File: src/rtl/hazard_pkg.sv
// hazard_pkg: shared types and constants for the D-stage hazard scoreboard.
// Holds the forward-select encoding, the scoreboard entry layout and the
// default CP0 EPC register number.
package hazard_pkg;

    // Forward-select codes: 0 = register file, k = pipeline stage k after D
    localparam logic [1:0] FW_RF = 2'd0;
    localparam logic [1:0] FW_E  = 2'd1;
    localparam logic [1:0] FW_M  = 2'd2;
    localparam logic [1:0] FW_W  = 2'd3;

    localparam int EPC_ADDR_DEFAULT = 14;

    // Entry field widths. pos is as wide as a forward-select code; tnew is
    // wide enough for any practical Tnew width, narrower values are zero-extended.
    localparam int SB_POS_W  = 2;
    localparam int SB_TNEW_W = 8;

    typedef struct packed {
        logic                 valid;
        logic [SB_POS_W-1:0]  pos;
        logic [SB_TNEW_W-1:0] tnew;
    } sb_entry_t;

    // Remaining-latency countdown that holds at zero
    function automatic logic [SB_TNEW_W-1:0] tnew_dec(input logic [SB_TNEW_W-1:0] t);
        return (t == '0) ? t : t - SB_TNEW_W'(1);
    endfunction

endpackage

File: src/rtl/md_busy_counter.sv
// md_busy_counter: cycle-counted busy window of the multiply/divide unit.
// A start loads the unit latency; the count then runs down to zero. Busy is
// reported in the start cycle itself and while the count is non-zero.
module md_busy_counter #(
    parameter int MUL_LAT = 5,
    parameter int DIV_LAT = 10
) (
    input  logic clk,
    input  logic reset_n,
    input  logic start_i,
    input  logic is_div_i,
    output logic busy_o
);

    localparam int MAX_LAT = (DIV_LAT > MUL_LAT) ? DIV_LAT : MUL_LAT;
    localparam int CW      = $clog2(MAX_LAT + 1);

    logic [CW-1:0] cnt_q;
    logic [CW-1:0] cnt_d;

    // Load on start, otherwise count down and hold at zero
    always_comb begin
        cnt_d = cnt_q;
        if (start_i) begin
            cnt_d = is_div_i ? CW'(DIV_LAT) : CW'(MUL_LAT);
        end else if (cnt_q != '0) begin
            cnt_d = cnt_q - CW'(1);
        end
    end

    // Count register
    always_ff @(posedge clk or negedge reset_n) begin
        if (!reset_n) begin
            cnt_q <= '0;
        end else begin
            cnt_q <= cnt_d;
        end
    end

    assign busy_o = start_i || (cnt_q != '0);

endmodule

File: src/rtl/hazard_scoreboard.sv
// hazard_scoreboard: stateful D-stage hazard unit. Tracks in-flight GPR
// writers (position and remaining Tnew), the multiply/divide busy window and
// in-flight mtc0 writes to EPC; produces stall, forward selects and the
// resolved D operands.
// Optional build macro HAZ_PERF_CNT_EN adds saturating stall-cause counters.
module hazard_scoreboard
    import hazard_pkg::*;
#(
    parameter int DW         = 32,
    parameter int REG_AW     = 5,
    parameter int TW         = 3,
    parameter int FWD_STAGES = 3,
    parameter int MUL_LAT    = 5,
    parameter int DIV_LAT    = 10,
    parameter int EPC_ADDR   = EPC_ADDR_DEFAULT
) (
    input  logic                     clk,
    input  logic                     reset_n,
    input  logic [REG_AW-1:0]        d_rs,
    input  logic [REG_AW-1:0]        d_rt,
    input  logic [TW-1:0]            d_tuse_rs,
    input  logic [TW-1:0]            d_tuse_rt,
    input  logic [DW-1:0]            d_grs,
    input  logic [DW-1:0]            d_grt,
    input  logic                     d_reg_write,
    input  logic [REG_AW-1:0]        d_a3,
    input  logic [TW-1:0]            d_tnew,
    input  logic                     d_is_mdft,
    input  logic                     d_is_eret,
    input  logic                     d_is_mtc0_epc,
    input  logic                     e_md_start,
    input  logic                     e_md_is_div,
    input  logic                     flush,
    input  logic [FWD_STAGES*DW-1:0] stage_out,
    output logic                     stall,
    output logic [DW-1:0]            d_fw_grs,
    output logic [DW-1:0]            d_fw_grt,
    output logic [1:0]               fw_sel_rs,
    output logic [1:0]               fw_sel_rt
`ifdef HAZ_PERF_CNT_EN
    ,
    output logic [31:0]              perf_stall_data,
    output logic [31:0]              perf_stall_md,
    output logic [31:0]              perf_stall_eret
`endif
);

    localparam int                  NREG     = 2 ** REG_AW;
    localparam logic [SB_POS_W-1:0] LAST_POS = SB_POS_W'(FWD_STAGES);

    // Parameter sanity: positions must fit a forward-select code, Tnew must
    // fit the entry field, and the EPC number must be a valid CP0 address.
    if (FWD_STAGES < 1 || FWD_STAGES > int'(FW_W)) begin : g_bad_stages
        $error("hazard_scoreboard: FWD_STAGES out of range");
    end
    if (TW > SB_TNEW_W) begin : g_bad_tw
        $error("hazard_scoreboard: TW wider than entry tnew field");
    end
    if (EPC_ADDR < 0 || EPC_ADDR >= NREG) begin : g_bad_epc
        $error("hazard_scoreboard: EPC_ADDR out of range");
    end

    sb_entry_t sb_q [NREG];
    sb_entry_t sb_d [NREG];

    // Bit 0: mtc0-to-EPC sitting in E; bit 1: in M
    logic [1:0] epc_q;
    logic [1:0] epc_d;

    logic hit_rs, hit_rt;
    logic haz_rs, haz_rt;
    logic haz_data, haz_md, haz_eret;
    logic md_busy;
    logic issue;

    md_busy_counter #(
        .MUL_LAT (MUL_LAT),
        .DIV_LAT (DIV_LAT)
    ) u_md_busy (
        .clk      (clk),
        .reset_n  (reset_n),
        .start_i  (e_md_start),
        .is_div_i (e_md_is_div),
        .busy_o   (md_busy)
    );

    // Source lookup: hit, data hazard, forward select and operand mux
    always_comb begin
        hit_rs    = sb_q[d_rs].valid && (d_rs != '0);
        hit_rt    = sb_q[d_rt].valid && (d_rt != '0);
        haz_rs    = hit_rs && (SB_TNEW_W'(d_tuse_rs) < sb_q[d_rs].tnew);
        haz_rt    = hit_rt && (SB_TNEW_W'(d_tuse_rt) < sb_q[d_rt].tnew);
        fw_sel_rs = hit_rs ? sb_q[d_rs].pos : FW_RF;
        fw_sel_rt = hit_rt ? sb_q[d_rt].pos : FW_RF;
        d_fw_grs  = d_grs;
        d_fw_grt  = d_grt;
        for (int k = 1; k <= FWD_STAGES; k++) begin
            if (hit_rs && sb_q[d_rs].pos == SB_POS_W'(k)) begin
                d_fw_grs = stage_out[(k-1)*DW +: DW];
            end
            if (hit_rt && sb_q[d_rt].pos == SB_POS_W'(k)) begin
                d_fw_grt = stage_out[(k-1)*DW +: DW];
            end
        end
    end

    // Stall combination; flush overrides since D and E are being discarded
    always_comb begin
        haz_data = haz_rs || haz_rt;
        haz_md   = d_is_mdft && md_busy;
        haz_eret = d_is_eret && (epc_q != 2'b00);
        stall    = !flush && (haz_data || haz_md || haz_eret);
        issue    = d_reg_write && (d_a3 != '0) && !stall && !flush;
    end

    // Scoreboard advance: age entries, retire at the last stage, kill E on
    // flush, then let a fresh issue overwrite whatever the register held
    always_comb begin
        for (int i = 0; i < NREG; i++) begin
            sb_d[i] = sb_q[i];
            if (sb_q[i].valid) begin
                if (sb_q[i].pos == LAST_POS || (flush && sb_q[i].pos == FW_E)) begin
                    sb_d[i] = '0;
                end else begin
                    sb_d[i].pos  = sb_q[i].pos + SB_POS_W'(1);
                    sb_d[i].tnew = tnew_dec(sb_q[i].tnew);
                end
            end
            if (issue && d_a3 == REG_AW'(i)) begin
                sb_d[i].valid = 1'b1;
                sb_d[i].pos   = FW_E;
                sb_d[i].tnew  = SB_TNEW_W'(d_tnew);
            end
        end
    end

    // EPC write tracker: shift E into M, flush drops the E copy
    always_comb begin
        epc_d[0] = d_is_mtc0_epc && !stall && !flush;
        epc_d[1] = epc_q[0] && !flush;
    end

    // State registers
    always_ff @(posedge clk or negedge reset_n) begin
        if (!reset_n) begin
            for (int i = 0; i < NREG; i++) begin
                sb_q[i] <= '0;
            end
            epc_q <= 2'b00;
        end else begin
            for (int i = 0; i < NREG; i++) begin
                sb_q[i] <= sb_d[i];
            end
            epc_q <= epc_d;
        end
    end

`ifdef HAZ_PERF_CNT_EN
    logic [31:0] perf_data_q, perf_md_q, perf_eret_q;

    // Saturating per-cause stall counters; flushed cycles are not counted
    always_ff @(posedge clk or negedge reset_n) begin
        if (!reset_n) begin
            perf_data_q <= '0;
            perf_md_q   <= '0;
            perf_eret_q <= '0;
        end else if (!flush) begin
            if (haz_data && perf_data_q != '1) perf_data_q <= perf_data_q + 32'd1;
            if (haz_md   && perf_md_q   != '1) perf_md_q   <= perf_md_q   + 32'd1;
            if (haz_eret && perf_eret_q != '1) perf_eret_q <= perf_eret_q + 32'd1;
        end
    end

    assign perf_stall_data = perf_data_q;
    assign perf_stall_md   = perf_md_q;
    assign perf_stall_eret = perf_eret_q;
`endif

endmodule
File: config.mk
export PLATFORM = sky130hd
export DESIGN_NAME = hazard_scoreboard
export DESIGN_NICKNAME = d
export VERILOG_FILES = /design/src/rtl/hazard_pkg.sv /design/src/rtl/md_busy_counter.sv /design/src/rtl/hazard_scoreboard.sv
export SDC_FILE = /design/constraint.sdc
export NUM_CORES = 1
export LEC_CHECK = 0
export ABC_CLOCK_PERIOD_IN_PS = 6600
export BUFFER_PORTS_ARGS = -buffer_cell sky130_fd_sc_hd__buf_2
export CAP_MARGIN = 10
export CORE_ASPECT_RATIO = 0.8
export CORE_MARGIN = 3
export CORE_UTILIZATION = 35
export DETAILED_ROUTE_END_ITERATION = 10
export SYNTH_ARGS = -nofsm -noshare
export SYNTH_HDL_FRONTEND = slang
export SYNTH_SLANG_ARGS = --single-unit
File: constraint.sdc
create_clock -name clk -period 6.6 [get_ports clk]
set_input_delay 0.99 -clock clk [delete_from_list [all_inputs] [get_ports clk]]
set_output_delay 0.99 -clock clk [all_outputs]
set_load 0.01 [all_outputs]
==> results of run 1 <==
## metrics by stage
step	instances	setup WS, ns	cell area [um2]
2_1_floorplan	2973	0.5143	27390
3_3_place_gp	4126	0.6621	29420
3_5_place_dp	4126	0.6419	29420
4_1_cts	4199	0.7519	30900
5_1_grt	4203	0.4544	30930
6_report	4212	0.7128	30950
## path summary, 6_finish.rpt
| check | cells past startpoint | slack [ns] | start | to |
|---|---|---|---|---|
| max in group asynchronous | 2 | 4.84 | reset_n | sb_q[197] |
| worst min register to register | 1 | 0.49 | epc_q[0] | epc_q[1] |
| worst max register to register | 9 | 1.63 | sb_q[127] | sb_q[100] |
| worst max-delay path | 13 | 0.71 | d_rs[0] | stall |
| min in group clk | 1 | 0.49 | epc_q[0] | epc_q[1] |
| worst min-delay path | 1 | 0.45 | reset_n | u_md_busy.cnt_q[3] |
## registers in the layout, summed over array words and instances (netlist names)
name             cells
epc_q                2
sb_q               352
u_md_busy.cnt_q      4
## power groups by stage
stage | Sequential (W) | Clock (W) | Combinational (W)
after detailed placement | 0.00389 | 0 | 0.00478
after floorplan | 0.00341 | 0 | 0.00364
after global placement | 0.00388 | 0 | 0.00472
after CTS | 0.00385 | 0.00257 | 0.00481
final | 0.00391 | 0.00251 | 0.00488
after global routing | 0.00399 | 0.00265 | 0.00545
## final cells by class
type                    count  share of cell area
multi-input cells        2307              0.5490
flip-flops and latches    358              0.2894
repair buffers            309             0.05570
clock buffers              61             0.04220
well taps                1023             0.04135
inverters                 133             0.01613
clock inverters            12            0.005498
diodes                      9           0.0007276
## routing by layer
metal  global-route usage  vias up  part of all wire
met3              0.07907      158              0.12
met2               0.2972     1159              0.40
met4              0.05336       14             0.022
met5                    0        -           0.00085
met1               0.3371    12224              0.46
li1                     -    11410                 -
## synthesized netlist by cell type (35+ instances only)
cell	count
inv_1	132
mux4_2	109
nor3_1	155
nor4_1	68
or3_1	43
buf_2	53
nand2b_1	86
nand2_1	189
a21o_1	59
mux2_2	43
mux2i_1	132
clkbuf_1	69
o21ai_0	213
ha_1	102
a21oi_1	195
dfrtp_1	358
nor2_1	393
a22o_1	35
## cells in the final DEF, fill, tap and decap left out, types with 10 or more instances in the layout
cell and instances:
a211oi_1 14, a211oi_2 29, a21o_1 59, a21oi_1 193, a221o_1 32, a22o_1 35, a22oi_1 16, a31oi_1 14
a32oi_1 11, buf_2 256, buf_4 48, clkbuf_16 45, clkbuf_8 12, dfrtp_1 358, ha_1 102, inv_1 131
mux2_1 23, mux2_2 43, mux2i_1 132, mux4_2 109, nand2_1 189, nand2b_1 86, nand3_1 17, nor2_1 391
nor2b_1 23, nor3_1 155, nor3b_1 12, nor4_1 68, nor4_2 14, nor4_4 15, o21ai_0 213, o22ai_1 10
o31a_1 14, o31ai_1 34, o41ai_1 16, or2_2 15, or3_1 43, or4_1 15, xnor2_1 19
## critical path, stage by stage
cell     delay, ns
buf_4         0.57
mux4_2        0.61
mux4_2        0.46
mux2i_1       0.15
ha_1          0.25
o21ai_0       0.21
nor2_1        0.07
a31oi_1       0.29
a31oi_4       0.14
o21ai_4       0.34
nor2_1        0.22
nor2_1        0.31
buf_2         0.20
## kinds of logic after synthesis
family                     Yosys count  share of synthesized area
adders and majority gates          102                    0.04660
and+or+nand+nor                   1100                     0.2072
DFF                                358                     0.3271
buffers and inverters              308                    0.05340
xor gates and xnor gates            27                   0.008634
muxes                              312                     0.1680
AOI/OAI and AO/OA                  766                     0.1890
==> run summary, run 1 <==
Die ar. -> 0.08167 mm2
most area-consuming cells after synthesis -> dfrtp_1, mux4_2, nor2_1
cell taking the most area after synthesis -> dfrtp_1
vias per std cell -> 5.927
Slew @ Worst Pin -> 1.204 ns
Nets -> 3446
Post-synth EDFFs -> 0
Setup Skew -> 0.03278 ns
Min Hold Slack -> 0.4514 ns
PostCTS Resize Cnt -> 0
YS warnings -> 0
fin crit share -> 0.8920
CTS Sinks -> 358
Row Count -> 91
post-cts hold buffer count -> 0
Distinct cells, synth -> 90
vias in the first global route -> 22612
Comb pwr share -> 0.432
CTS H-Tree Depth -> 2
Setup violations, final -> 0
Clock transition at path regs -> 0.06 ns
Reg power frac -> 0.346
cell area after synthesis -> 0.02739 mm2
Syn Nets -> 3268
pin count of the biggest net entering global routing -> 146
leakage power -> 13.65 nW
Slew headroom -> 0.1905
critical setup path kind -> in2out
Placeable Area -> 0.07731 mm2
drt initial violations -> 2858
GRT overflow -> 0
clock network power share -> 0.222
Setup TNS -> 0 ns
Net Sw Frac -> 0.4339
Initial Util -> 0.3543
DPL Wire Length -> 69300 um
pwr dens -> 365.2 mW/mm2
Global Route Usage Sum -> 0.2228
max_cap viols -> 0
#FFs+latches synth -> 358
DRT antenna net count -> 0
clk_lat worst skew -> 0.58 ns
final RePlAce weighted congestion -> 0.9438
Async S/R FF share, synth -> 1.000
CP arrival -> 4.90 ns
status -> finished clean
Die H -> 256.2 um
drt pass-1 iters -> 5
WL final -> 94130 um
total CTS buffers -> 42
Mapped Cells -> 2973
Die Wd -> 318.8 um
fin util -> 0.4004
Avg Inst Size Synth -> 9.213 um2
Power Total -> 0.01130 W
post-synthesis sequential area ratio -> 0.3271
synthesis-to-finish area growth -> 13.01%
first-pass GRT wire length -> 142400 um
RSZ-0062 raised after global routing -> false
layout cells sized above 1 -> 0.2003
Power Internal -> 0.006399 W
Multi-input gate area -> 0.01699 mm2
Worst VDD drop -> 177.0 uV
Final Hold Viols -> 0
Startpoint Class -> input port
CP max FO -> 41
required time of the critical path -> 5.61 ns
Net Sw Power -> 0.004905 W
top cell type's share of synthesized area -> 0.3271
crit path capture type -> primary output
register area -> 0.008959 mm2
I/O pins -> 262
port bufs -> 261
pins over their slew limit -> 0
Root Driver -> clkbuf_16
fillers -> 7624
maximum operating frequency -> 0.1699 GHz
ys flop type -> dfrtp_1
Residual DRC -> 0
antenna violations before repair -> 18
Clock Tree Buf Depth -> 3
postcts setup bufs -> 0
CTS tree -> done
post-route minimum period -> 5.887 ns
Vias -> 24965
min-delay worst type -> in2async
WL per Instance -> 22.35 um
No activity file was read; power rests on OpenSTA's default activity.
==> run 2: changes to the inputs <==
--- a/config.mk
+++ b/config.mk
@@ -12,6 +12,7 @@
 export CORE_MARGIN = 3
 export CORE_UTILIZATION = 35
 export DETAILED_ROUTE_END_ITERATION = 10
+export REMOVE_ABC_BUFFERS = 1
 export SYNTH_ARGS = -nofsm -noshare
 export SYNTH_HDL_FRONTEND = slang
 export SYNTH_SLANG_ARGS = --single-unit
==> run 2 against run 1 <==
Against the previous run:
- combinational power barely moved
- non-clock buffer count fell by 6
- sequential share of layout area rose by 0.11 points
- die area did not move
- first-iteration DRC count fell by 5.6%
- design area fell by 0.37%
- core utilization fell by 0.15 points
- via count barely moved
==> run summary, run 2 (synthesized netlist as in run 1, its figures left out) <==
Initial Util -> 0.3543 (unchanged)
pins over their slew limit -> 0 (unchanged)
RSZ-0062 raised after global routing -> false (unchanged)
crit path capture type -> primary output (unchanged)
Die Wd -> 318.8 um (unchanged)
critical path depth in cells -> 10 (was 13)
required time of the critical path -> 5.61 ns (about the same)
Vias -> 24963 (was 24965)
fin util -> 0.3989 (was 0.4004)
maximum operating frequency -> 0.1643 GHz (was 0.1699 GHz)
PostCTS Resize Cnt -> 0 (unchanged)
first-pass GRT wire length -> 142200 um (was 142400 um)
drt initial violations -> 2697 (was 2858)
drt pass-1 iters -> 5 (unchanged)
critical setup path kind -> in2out (unchanged)
postcts setup bufs -> 0 (unchanged)
Slowest Stage Delay on Critical Path -> 0.98 ns (was 0.61 ns)
synthesis-to-finish area growth -> 12.59% (was 13.01%)
Row Count -> 91 (unchanged)
DPL Wire Length -> 68770 um (was 69300 um)
total CTS buffers -> 42 (unchanged)
DRT antenna net count -> 0 (unchanged)
Clock transition at path regs -> 0.06 ns (about the same)
Worst VDD drop -> 154.0 uV (was 177.0 uV)
CTS H-Tree Depth -> 2 (unchanged)
CTS Sinks -> 358 (unchanged)
Placeable Area -> 0.07731 mm2 (unchanged)
fin crit share -> 0.9222 (was 0.8920)
Slew @ Worst Pin -> 1.276 ns (was 1.204 ns)
vias per std cell -> 5.944 (was 5.927)
path depth of the worst reg2reg path -> 9 (unchanged)
final RePlAce weighted congestion -> 0.9434 (was 0.9438)
Startpoint Class -> input port (unchanged)
pin count of the biggest net entering global routing -> 146 (unchanged)
Die ar. -> 0.08167 mm2 (unchanged)
I/O pins -> 262 (unchanged)
Setup violations, final -> 0 (unchanged)
pwr dens -> 362.2 mW/mm2 (was 365.2 mW/mm2)
CP max FO -> 66 (was 41)
CP delay by family, top -> compound AO/OA/AOI/OAI gates (was multiplexers)
WL final -> 93550 um (was 94130 um)
Global Route Usage Sum -> 0.2219 (was 0.2228)
CP arrival -> 5.10 ns (was 4.90 ns)
layout cells sized above 1 -> 0.1960 (was 0.2003)
Buf/Inv on CP -> 2 (unchanged)
port bufs -> 261 (unchanged)
max_cap viols -> 0 (unchanged)
leakage power -> 13.58 nW (was 13.65 nW)
Nets -> 3440 (was 3446)
Die H -> 256.2 um (unchanged)
Root Driver -> clkbuf_16 (unchanged)
clk_lat worst skew -> 0.58 ns (about the same)
min-delay worst type -> in2async (unchanged)
Largest regs -> sb_q (352), u_md_busy.cnt_q (4), epc_q (2) (unchanged)
Slew headroom -> 0.1274 (was 0.1905)
CP cell instances -> buf_4 -> nor2b_1 -> a311o_1 -> nor3_1 -> nor4_4 -> nand2_1 -> a21oi_4 -> a22o_1 -> a221o_1 -> buf_2 (was buf_4 -> mux4_2 -> mux4_2 -> mux2i_1 -> ha_1 -> o21ai_0 -> nor2_1 -> a31oi_1 -> a31oi_4 -> o21ai_4 -> nor2_1 -> nor2_1 -> buf_2)
post-cts hold buffer count -> 0 (unchanged)
Clock Tree Buf Depth -> 3 (unchanged)
Slowest-stage cell, CP -> a21oi_4 (was mux4_2)
Setup Skew -> 0.02213 ns (was 0.03278 ns)
most frequent cells in the layout -> nor2_1, dfrtp_1, buf_2, o21ai_0, a21oi_1 (unchanged)
CTS tree -> done (unchanged)
GRT overflow -> 0 (unchanged)
register with the most flip-flops -> sb_q (unchanged)
Residual DRC -> 0 (unchanged)
status -> finished clean (unchanged)
most common cell after layout, fill and taps aside -> nor2_1 (unchanged)
post-route minimum period -> 6.086 ns (was 5.887 ns)
max reg flops -> 352 (unchanged)
final setup margin -> 0.5136 ns (was 0.7128 ns)
Final Hold Viols -> 0 (unchanged)
Setup TNS -> 0 ns (unchanged)
worst slack at placement -> 0.6105 ns (was 0.6419 ns)
vias in the first global route -> 22695 (was 22612)
WL per Instance -> 22.27 um (was 22.35 um)
antenna violations before repair -> 7 (was 18)
-- run 2: area by class of cell --
cell class | instances | area (um2)
fillers | 7595 | 46470
inverters | 133 | 499.2
clock inverters | 8 | 93.84
well taps | 1023 | 1280
clock buffers | 65 | 1271
multi-input cells | 2307 | 17010
flip-flops and latches | 358 | 8959
diodes | 3 | 7.507
repair buffers | 303 | 1717
-- run 2: metal layers --
metal	part of all wire	GRT usage	routed length, um	up-vias
met1	0.46	0.3325	42950	12256
met3	0.10	0.05406	9568	155
met4	0.025	0.05543	2378	6
met2	0.41	0.3181	38620	1132
met5	0.00037	0	35	-
li1	-	-	-	11414
-- run 2: per-stage QoR --
step                      std cells  hold slack [ns]  total power (W)  cell area (um2)
final                          4200           0.4362          0.01117            30840
after global routing           4197           0.4940          0.01196            30830
after CTS                      4193           0.4556          0.01111            30800
after detailed placement       4120           0.4861         0.008703            29440
after global placement         4119           0.4848         0.008624            29430
after floorplan                2798           0.4586         0.006931            26430
-- run 2: worst register-to-register path, stage by stage, from the launching register on --
cell and delay, ns:
dfrtp_1 0.42, or3_1 0.46, nor4_1 0.36, a21oi_1 0.11, a2111oi_0 1.06, o41ai_1 0.24, o21ba_2 0.29, buf_4 0.25
nor4_2 1.01, mux2_2 0.42
-- run 2: where the power goes --
group	switching [W]	internal (W)	total [W]	leakage, nW
registers	0.00114	0.00280	0.00394	4.73
clock network	0.000960	0.00140	0.00236	0.673
logic	0.00280	0.00207	0.00487	8.17
total	0.00490	0.00627	0.0112	13.6
-- run 2: worst paths after layout --
check                          start           to  slack, ns
max                          d_rs[1]  d_fw_grs[2]       0.51
min                          reset_n     sb_q[59]       0.44
max reg2reg                sb_q[148]    sb_q[188]       1.87
min reg2reg                 epc_q[0]     epc_q[1]       0.50
max in group asynchronous    reset_n    sb_q[264]       4.80
min in group clk            epc_q[0]     epc_q[1]       0.50
